## src/rtl/round_pipe_pkg.sv

```systemverilog
// Shared rounding constants for round_pipe and round_decide.
// Holds rounding-attribute bit indices and exponent range helpers.
package round_pipe_pkg;

    // Number of rounding attributes minus one; ra is NRAS+1 bits wide.
    localparam int NRAS = 4;

    // Bit indices into the one-hot rounding attribute.
    localparam int ROUND_TIES_TO_EVEN      = 0;
    localparam int ROUND_TIES_TO_AWAY      = 1;
    localparam int ROUND_TOWARD_POSITIVE   = 2;
    localparam int ROUND_TOWARD_NEGATIVE   = 3;
    localparam int ROUND_TOWARD_ZERO       = 4;

    function automatic int emax_of(input int nexp);
        return (1 << (nexp - 1)) - 1;
    endfunction

    function automatic int emin_of(input int nexp);
        return 1 - emax_of(nexp);
    endfunction

endpackage

```

## src/rtl/round_decide.sv

```systemverilog
// Combinational round-up decision for IEEE-754 rounders.
// Ports: ra (one-hot mode), neg, l/g/s bits -> inc, inexact, ovf_inf.
import round_pipe_pkg::*;

module round_decide (
    input  logic [NRAS:0] ra,
    input  logic          neg,
    input  logic          l,
    input  logic          g,
    input  logic          s,
    output logic          inc,
    output logic          inexact,
    output logic          ovf_inf
);

    logic one_hot;

    // A malformed attribute falls back to truncation.
    assign one_hot = (ra != '0) && ((ra & (ra - 1'b1)) == '0);

    always_comb begin
        inc     = 1'b0;
        ovf_inf = 1'b0;
        inexact = g | s;
        if (one_hot) begin
            unique case (1'b1)
                ra[ROUND_TIES_TO_EVEN]: begin
                    inc     = g & (l | s);
                    ovf_inf = 1'b1;
                end
                ra[ROUND_TIES_TO_AWAY]: begin
                    inc     = g;
                    ovf_inf = 1'b1;
                end
                ra[ROUND_TOWARD_POSITIVE]: begin
                    inc     = ~neg & (g | s);
                    ovf_inf = ~neg;
                end
                ra[ROUND_TOWARD_NEGATIVE]: begin
                    inc     = neg & (g | s);
                    ovf_inf = neg;
                end
                default: begin
                    inc     = 1'b0;
                    ovf_inf = 1'b0;
                end
            endcase
        end
    end

endmodule

```

## src/rtl/round_pipe.sv

```systemverilog
// Two-stage pipelined IEEE-754 rounder with valid/ready flow control.
// Ports: in_* beat (negIn/expIn/sigIn/ra), out_* beat (negOut/expOut/sigOut, flags).
import round_pipe_pkg::*;

module round_pipe #(
    parameter int INTn = 32,
    parameter int NEXP = 8,
    parameter int NSIG = 23
) (
    input  logic                   clk,
    input  logic                   rst_n,
    input  logic                   in_valid,
    output logic                   in_ready,
    input  logic                   negIn,
    input  logic signed [NEXP+1:0] expIn,
    input  logic [INTn-1:0]        sigIn,
    input  logic [NRAS:0]          ra,
    output logic                   out_valid,
    input  logic                   out_ready,
    output logic                   negOut,
    output logic signed [NEXP+1:0] expOut,
    output logic [NSIG:0]          sigOut,
    output logic                   inexact,
    output logic                   overflow,
    output logic                   underflow
);

    localparam int EW   = NEXP + 2;
    localparam int DW   = EW + 1;
    localparam int SW   = $clog2(INTn);
    localparam int DMAX = NSIG + 2;

    localparam logic signed [EW-1:0] EMAX   = EW'(emax_of(NEXP));
    localparam logic signed [EW-1:0] EMIN   = EW'(emin_of(NEXP));
    localparam logic signed [EW-1:0] EINF   = EW'(emax_of(NEXP) + 1);
    localparam logic signed [EW-1:0] ONE    = EW'(1);
    localparam logic signed [DW-1:0] DMAX_S = DW'(DMAX);

    // Handshake
    logic a1;
    logic a2;

    // Stage 1 state
    logic                 v1_q,    v1_d;
    logic [NSIG:0]        k1_q,    k1_d;
    logic                 g1_q,    g1_d;
    logic                 s1_q,    s1_d;
    logic                 neg1_q,  neg1_d;
    logic [NRAS:0]        ra1_q,   ra1_d;
    logic signed [EW-1:0] exp1_q,  exp1_d;
    logic                 tiny1_q, tiny1_d;

    // Stage 2 (output) state
    logic                 v2_q,   v2_d;
    logic                 neg2_q, neg2_d;
    logic signed [EW-1:0] exp2_q, exp2_d;
    logic [NSIG:0]        sig2_q, sig2_d;
    logic                 inx2_q, inx2_d;
    logic                 ovf2_q, ovf2_d;
    logic                 unf2_q, unf2_d;

    // Stage 1 datapath
    logic signed [DW-1:0] diff;
    logic [SW-1:0]        d;
    logic [INTn-1:0]      shifted;
    logic [INTn-1:0]      lost_mask;
    logic [NSIG:0]        k_a;
    logic                 g_a;
    logic                 s_a;
    logic                 tiny_a;
    logic signed [EW-1:0] exp_a;

    // Stage 2 datapath
    logic                 inc;
    logic                 inx_dec;
    logic                 ovf_inf;
    logic [NSIG+1:0]      r;
    logic [NSIG:0]        sig_r;
    logic signed [EW-1:0] exp_r;
    logic                 inx_r;
    logic                 ovf_r;

    always_comb begin
        a2 = ~v2_q | out_ready;
        a1 = ~v1_q | a2;
    end

    assign in_ready = a1;

    always_comb begin
        diff = {EMIN[EW-1], EMIN} - {expIn[EW-1], expIn};
        if (diff < 0) begin
            d = '0;
        end else if (diff > DMAX_S) begin
            d = SW'(DMAX);
        end else begin
            d = diff[SW-1:0];
        end
        shifted   = sigIn >> d;
        // Bits pushed off the bottom still count toward sticky.
        lost_mask = ~({INTn{1'b1}} << d);
        k_a       = shifted[INTn-1 -: NSIG+1];
        g_a       = shifted[INTn-NSIG-2];
        s_a       = (|shifted[INTn-NSIG-3:0]) | (|(sigIn & lost_mask));
        tiny_a    = expIn < EMIN;
        exp_a     = tiny_a ? EMIN : expIn;
    end

    round_decide u_decide (
        .ra      (ra1_q),
        .neg     (neg1_q),
        .l       (k1_q[0]),
        .g       (g1_q),
        .s       (s1_q),
        .inc     (inc),
        .inexact (inx_dec),
        .ovf_inf (ovf_inf)
    );

    always_comb begin
        r     = {1'b0, k1_q} + {{(NSIG+1){1'b0}}, inc};
        inx_r = inx_dec;
        if (r[NSIG+1]) begin
            sig_r = r[NSIG+1:1];
            exp_r = exp1_q + ONE;
        end else begin
            sig_r = r[NSIG:0];
            exp_r = exp1_q;
        end
        // No hidden bit: subnormal or zero result sits at EMIN.
        if (!sig_r[NSIG]) begin
            exp_r = EMIN;
        end
        ovf_r = exp_r > EMAX;
        if (ovf_r) begin
            inx_r = 1'b1;
            if (ovf_inf) begin
                exp_r = EINF;
                sig_r = {1'b1, {NSIG{1'b0}}};
            end else begin
                exp_r = EMAX;
                sig_r = {(NSIG+1){1'b1}};
            end
        end
    end

    always_comb begin
        v1_d    = v1_q;
        k1_d    = k1_q;
        g1_d    = g1_q;
        s1_d    = s1_q;
        neg1_d  = neg1_q;
        ra1_d   = ra1_q;
        exp1_d  = exp1_q;
        tiny1_d = tiny1_q;
        if (a1) begin
            v1_d = in_valid;
            if (in_valid) begin
                k1_d    = k_a;
                g1_d    = g_a;
                s1_d    = s_a;
                neg1_d  = negIn;
                ra1_d   = ra;
                exp1_d  = exp_a;
                tiny1_d = tiny_a;
            end
        end
    end

    always_comb begin
        v2_d   = v2_q;
        neg2_d = neg2_q;
        exp2_d = exp2_q;
        sig2_d = sig2_q;
        inx2_d = inx2_q;
        ovf2_d = ovf2_q;
        unf2_d = unf2_q;
        if (a2) begin
            v2_d = v1_q;
            if (v1_q) begin
                neg2_d = neg1_q;
                exp2_d = exp_r;
                sig2_d = sig_r;
                inx2_d = inx_r;
                ovf2_d = ovf_r;
                // Tininess is judged before rounding.
                unf2_d = tiny1_q & inx_dec;
            end
        end
    end

    always_ff @(posedge clk) begin
        if (!rst_n) begin
            v1_q    <= 1'b0;
            k1_q    <= '0;
            g1_q    <= 1'b0;
            s1_q    <= 1'b0;
            neg1_q  <= 1'b0;
            ra1_q   <= '0;
            exp1_q  <= '0;
            tiny1_q <= 1'b0;
            v2_q    <= 1'b0;
            neg2_q  <= 1'b0;
            exp2_q  <= '0;
            sig2_q  <= '0;
            inx2_q  <= 1'b0;
            ovf2_q  <= 1'b0;
            unf2_q  <= 1'b0;
        end else begin
            v1_q    <= v1_d;
            k1_q    <= k1_d;
            g1_q    <= g1_d;
            s1_q    <= s1_d;
            neg1_q  <= neg1_d;
            ra1_q   <= ra1_d;
            exp1_q  <= exp1_d;
            tiny1_q <= tiny1_d;
            v2_q    <= v2_d;
            neg2_q  <= neg2_d;
            exp2_q  <= exp2_d;
            sig2_q  <= sig2_d;
            inx2_q  <= inx2_d;
            ovf2_q  <= ovf2_d;
            unf2_q  <= unf2_d;
        end
    end

    assign out_valid = v2_q;
    assign negOut    = neg2_q;
    assign expOut    = exp2_q;
    assign sigOut    = sig2_q;
    assign inexact   = inx2_q;
    assign overflow  = ovf2_q;
    assign underflow = unf2_q;

endmodule

```

## config.mk

```make
export PLATFORM = sky130hd
export DESIGN_NAME = round_pipe
export DESIGN_NICKNAME = d
export VERILOG_FILES = /design/src/rtl/round_pipe_pkg.sv /design/src/rtl/round_decide.sv /design/src/rtl/round_pipe.sv
export SDC_FILE = /design/constraint.sdc
export NUM_CORES = 1
export LEC_CHECK = 0
export CAP_MARGIN = 15
export CORE_ASPECT_RATIO = 1.4
export CORE_MARGIN = 2
export CORE_UTILIZATION = 56
export CTS_CLUSTER_DIAMETER = 60
export DETAILED_ROUTE_END_ITERATION = 8
export MAX_ROUTING_LAYER = met4
export PLACE_DENSITY = 0.82
export SLEW_MARGIN = 20
export SYNTH_ARGS = -nofsm -noshare
export SYNTH_HDL_FRONTEND = slang
export SYNTH_HIERARCHICAL = 1
export SYNTH_SLANG_ARGS = --single-unit
```

## constraint.sdc

```tcl
create_clock -name clk -period 5.03 [get_ports clk]
set_clock_uncertainty 0.05 [all_clocks]
set_input_delay 0.7545 -clock clk [delete_from_list [all_inputs] [get_ports clk]]
set_output_delay 0.7545 -clock clk [all_outputs]
set_load 0.005 [all_outputs]
```

# [After elaboration in Yosys (flattened, before gate mapping)]
# Index checks and enable logic that the tools add are counted.
[word_totals] elab_cells=63 register_bits=83 out_inout_bits=40
[op_classes] n_addsub=4 bitwise_logic=15 muxes=15 order_cmp=4 n_shift=2 reduce_logical=8
[ops] op="$mux W24" n=2
[ops] op="$mux W10" n=4
[ops] op="$and A32 B32 Y32" n=1
[ops] op="$not A32 Y32" n=1
[ops] op="$reduce_or A32 Y1" n=1
[ops] op="$shl A32 B5 Y32 const A" n=1
[ops] op="$shr A32 B5 Y32" n=1
[ops] op="$add A24 B1 Y25" n=1
[ops] op="$mux W23" n=1
[ops] op="$gt A11 B6 Y1 const B" n=1
[ops] op="$lt A11 B1 Y1 const B" n=1
[ops] op="$sub A8 B10 Y11 const A" n=1
[ops] op="$add A10 B2 Y10 const B" n=1
[ops] op="$gt A10 B8 Y1 const B" n=1
[ops] op="$lt A10 B8 Y1 const B" n=1
[ops] op="$mux W5" n=2
[ops] op="$mux W8" n=1
[ops] op="$reduce_or A7 Y1" n=1
[ops] op="$and A5 B5 Y5" n=1
[ops] op="$logic_not A5 Y1" n=1
[ops] op="$or A1 B1 Y1" n=5
[ops] op="$reduce_bool A5 Y1" n=1
[ops] op="$sub A5 B1 Y5 const B" n=1
[ops] op="$and A1 B1 Y1" n=4
[ops] op="7 further kinds" n=12

# [Depth between registers and ports, before layout]
[depth] ltp_word=10 ltp_mapped=18 ltp_nobuf=16

# [Hierarchy]
# Netlist, hierarchy kept.
[by_module_without_submodules] module="round_pipe" cells_per_inst=850 instances=1 area_per_inst_um2=6393.6
[by_module_without_submodules] module="round_decide" cells_per_inst=20 instances=1 area_per_inst_um2=127.6

# [Worst setup path after synthesis]
# Ideal clock, no wire load.
[synth_path] path_kind="reg2reg" start="reg ra1_q[2]" end="reg sig2_q[10], in the netlist sigOut[10]" period_less_slack_ns=4.274 arrival_time_ns=4.093 n_path_buf=1 stages_incl_launch_ff=17 setup_slack_ns=0.756 setup_ns=0.130 path_cell_list="dfxtp_1 -> or4b_2 -> o311ai_1 -> a21oi_1 -> a21oi_2 -> ha_1 -> ha_1 -> and4_1 -> nand4_1 -> nor4_1 -> nand4_1 -> mux2_2 -> a311oi_1 -> buf_2 -> a31oi_1 -> o21ai_1 -> nor2_1"
[synth_via] elab_chain_len=10 word_cells_on_any_way=16 classes_between="2 x add/sub; 1 x order compare; 9 x mux; 1 x bitwise; 3 x reduce/logical"
[synth_lines] item="start, declared" line="round_pipe.sv:49" rtl="logic [NRAS:0] ra1_q, ra1_d;"
[synth_lines] item="start signal, assigned" line="round_pipe.sv:215" rtl="ra1_q <= ra1_d;"
[synth_lines] item="$sub A5 B1 Y5" line="round_decide.sv:19" rtl="assign one_hot = (ra != '0) && ((ra & (ra - 1'b1)) == '0);"
[synth_lines] item="$and A5 B5 Y5" line="round_decide.sv:19"
[synth_lines] item="$logic_not A5 Y1" line="round_decide.sv:19"
[synth_lines] item="$logic_and A1 B1 Y1" line="round_decide.sv:19"
[synth_lines] item="$mux W1 (*)" line="round_decide.sv:25" rtl="if (one_hot) begin"
[synth_lines] item="via inc" line="round_pipe.sv:74" rtl="logic inc;"
[synth_lines] item="$add A24 B1 Y25 (*)" line="round_pipe.sv:121" rtl="r = {1'b0, k1_q} + {{(NSIG+1){1'b0}}, inc};"
[synth_lines] item="$mux W10 or $mux W24 (tied branches)" line="round_pipe.sv:123" rtl="if (r[NSIG+1]) begin"
[synth_lines] item="$mux W10" line="round_pipe.sv:131" rtl="if (!sig_r[NSIG]) begin"
[synth_lines] item="$gt A10 B8 Y1" line="round_pipe.sv:134" rtl="ovf_r = exp_r > EMAX;"
[synth_lines] item="$mux W24 (*)" line="round_pipe.sv:135" rtl="if (ovf_r) begin"
[synth_lines] item="end signal, assigned" line="round_pipe.sv:221" rtl="sig2_q <= sig2_d;"
[synth_lines] item="end, declared" line="round_pipe.sv:57" rtl="logic [NSIG:0] sig2_q, sig2_d;"
# Mark *: on every way through the listed nets, which the timed path passes. The rest lies on a longest branch.
# A chain may end at the register's enable or synchronous reset.

# [Worst setup path after layout]
[layout_path] start="reg ra1_q[2]" end="reg sig2_q[8], in the netlist sigOut[8]"
# Same word-level chain as after synthesis.

==> impl_metrics.env <==
export IMPL_p_per_area_nw_per_um2=239.2
export IMPL_cts_sinks=83
export IMPL_drtIter0Drc=644
export IMPL_grt_antenna_before_repair=0
export IMPL_power_leakage_nw=2.944
export IMPL_wl_microns=25180
export IMPL_slew_headroom=0.4698
export IMPL_synth_top_area_share=0.2548
export IMPL_gr_total_overflow=0
export IMPL_synth_xor_area_frac=0.04432
export IMPL_ys_seq_area_frac=0.2548
export IMPL_area_growth_pct=22.77
export IMPL_synthMuxAreaShare=0.05967
export IMPL_fin_nets=1016
export IMPL_layout_min_cycle_time_ps=4716
export IMPL_final_common_cell="nor2_1"
export IMPL_grt_pass1_wl_microns=39250
export IMPL_firstDrtPassIters=6
export IMPL_ys_warn_count=6
export IMPL_antenna_cells=0
export IMPL_grt_pass1_vias=7587
export IMPL_wire_per_inst_microns=22.81
export IMPL_yosys_most_used_dff="dfxtp_1"
export IMPL_clockBufferDepth=2
export IMPL_timing_rr_end="sigOut[8]"
export IMPL_setup_viol=0
export IMPL_worst_path_max_fanout=11
export IMPL_synth_edf_count=0
export IMPL_crit_arrival_ps=4930
export IMPL_grt_setup_unrepaired="no"
export IMPL_tns_ps=0
export IMPL_grt_start_max_net_pins=70
export IMPL_synth_area_leaders="dfxtp_1 25%, nor2_1 5.3%, nand2_1 5.1%, mux2i_1 4.8%, a21oi_1 4.0%"
export IMPL_cp_endpoint="sigOut[8]"
export IMPL_gp_congestion=1.071
export IMPL_regToRegSetupSlack_ps=310
export IMPL_utilization=0.7061
export IMPL_ys_async_sr_fraction=0
export IMPL_track_usage=0.4106
export IMPL_port_buffers=91
export IMPL_routed_via_density=7.059
export IMPL_synth_simple_area_share=0.2544
export IMPL_required_ps=5250
export IMPL_cp_start_kind="register"
export IMPL_yosysTopAreaCell="dfxtp_1"
export IMPL_clockRootBuffer="clkbuf_16"
export IMPL_synth_compound_area_share=0.3149
export IMPL_cts_tree="yes"
export IMPL_synthCells=870
export IMPL_die_w_microns=95.20
export IMPL_h_tree_depth=3
export IMPL_ir_drop_uv=166.7
export IMPL_fin_crit_sh=0.9376
export IMPL_detail_route_antenna_nets=0
export IMPL_vias=7793
export IMPL_rows=46
export IMPL_worstSetupPathType="register to register"
export IMPL_synth_top_family_by_area="compound AO/OA/AOI/OAI gates"
export IMPL_hold_viol_final=0
export IMPL_yosys_register_bits=83
export IMPL_synthesis_area_sq_um=6521
export IMPL_drv_cap=0
export IMPL_fp_dieArea_sq_um=12540
export IMPL_min_path_type="register to register"
export IMPL_final_cell_mix="92 x nor2_1, 91 x clkdlybuf4s50_1, 88 x nand2_1"
export IMPL_fp_dieH_microns=131.7
export IMPL_drive_above_1_share=0.1000
export IMPL_r2r_start="ra1_q[2]"
export IMPL_status="complete, no violations"
export IMPL_max_freq_mhz=212.0
export IMPL_synth_distinct_cells=89
export IMPL_drcViolationCount=0
export IMPL_tightestPinTransition_ps=792.8
export IMPL_clk_latency_ps=330
export IMPL_finalMaxSlewViolations=0
export IMPL_endpoint_kind="register"
export IMPL_core_sq_um=11340
export IMPL_crit_path_start="ra1_q[2]"
export IMPL_synth_adder_area_share=0.01343
export IMPL_place_hpwl_microns=18950
export IMPL_synth_nets=929
export IMPL_avgSynthCellArea_sq_um=7.496
export IMPL_io_pins=92
export IMPL_r2r_cells=16
export IMPL_cts_setup_buffers=0
export IMPL_start_util=0.5751
export IMPL_path_clk_slew_ps=60
export IMPL_cts_made_buffers=9
-- kinds of logic (layout without fill, tap and decap cells) --
logic type,after synthesis,after routing
xor+xnor,33,33
compound gates,294,294
buf+inv,85,175
mux,37,37
flops,83,83
fa+ha+maj,7,7
simple gates,331,331
-- critical path, cell delays in order (launching register included) --
cell and delay [ps]:
dfxtp_1 440, or4b_2 640, o311ai_1 140, a21oi_1 130
a21oi_2 160, ha_1 230, nand3_1 160, or4_1 560
or4_1 490, a31o_1 250, mux2_2 280, a311oi_1 290
buf_4 250, a21oi_1 110, nand2_1 220, o22ai_1 130
nor2_1 120
-- timing repair --
action,4_1_cts,5_1_grt
resized for setup,0,1
setup endpoints to repair,0,1
hold buffers,0,0
-- state kept, by name, summed over array words and instances, names as in the netlist, 5 cells and up --
name and count:
ra1_q 5, sigOut 24, k1_q 24, expOut 10, exp1_q 10
-- worst min-delay path by stage --
stage          slack, ps       from  cells after the start        end
3_3_place_gp         400  underflow                      2  underflow
6_report             420   overflow                      2   overflow
5_1_grt              450  underflow                      2  underflow
4_1_cts              420   overflow                      2   overflow
3_5_place_dp         410   overflow                      2   overflow
2_1_floorplan        400       g1_q                      2       g1_q
-- layout make-up --
class	instances	area, sq um
multi-input cells	702	4487
clock buffers	11	242.7
repair buffers	140	1316
clock inverters	3	40.04
inverters	21	78.83
flip-flops and latches	83	1662
fillers	866	3332
well taps	144	180.2
-- power by group --
part	switching, W	internal, W
clock	0.000240	0.000390
combinational	0.000315	0.000229
sequential	0.0000422	0.000699
total	0.000597	0.00132
-- metal layers --
layer  vias up  share of wire  routed length [microns]  GRT usage
met4         0          0.098                     2467     0.3374
met1      3595           0.34                     8580     0.4201
li1       3453              -                        -          -
met3       192          0.075                     1884    0.05677
met5         -              0                        0          -
met2       553           0.49                    12250     0.6772
-- synthesized netlist by cell type, types with 4 or more instances --
master / count
nor2b_1: 19
o21ai_0: 44
a21oi_1: 52
mux2i_1: 31
a22oi_1: 10
a32oi_1: 4
nor3_1: 22
buf_1: 4
nand3b_1: 5
o22ai_1: 30
buf_2: 17
a21o_1: 4
o22a_1: 4
o31ai_1: 9
nand2_1: 88
buf_6: 5
nor4_1: 5
clkbuf_1: 37
a31oi_1: 19
xnor2_1: 21
inv_1: 21
a32o_1: 7
and4_1: 6
and3_1: 10
dfxtp_1: 83
nand4_1: 19
or3_1: 7
xor2_1: 12
o221ai_1: 7
a41oi_1: 4
a211oi_1: 10
nand3_1: 29
a21boi_0: 22
o211ai_1: 13
o21a_1: 4
and2_1: 5
ha_1: 7
nor2_1: 92
a22o_1: 4
mux2_2: 5
-- stage by stage --
step	total power [W]	setup WS (ps)	hold WS, ps	cells	cell area, sq um
after detailed placement	0.001272	236.7	411.1	1090	7717
after floorplan	0.001045	756.2	399.7	870	6521
final	0.001915	313.9	415.6	1104	8006
after global routing	0.001981	6.426	454.4	1104	8006
after global placement	0.001257	304.6	401.5	1090	7717
after CTS	0.001891	402.6	422.0	1104	8000
(Power assumes the default switching activity.)
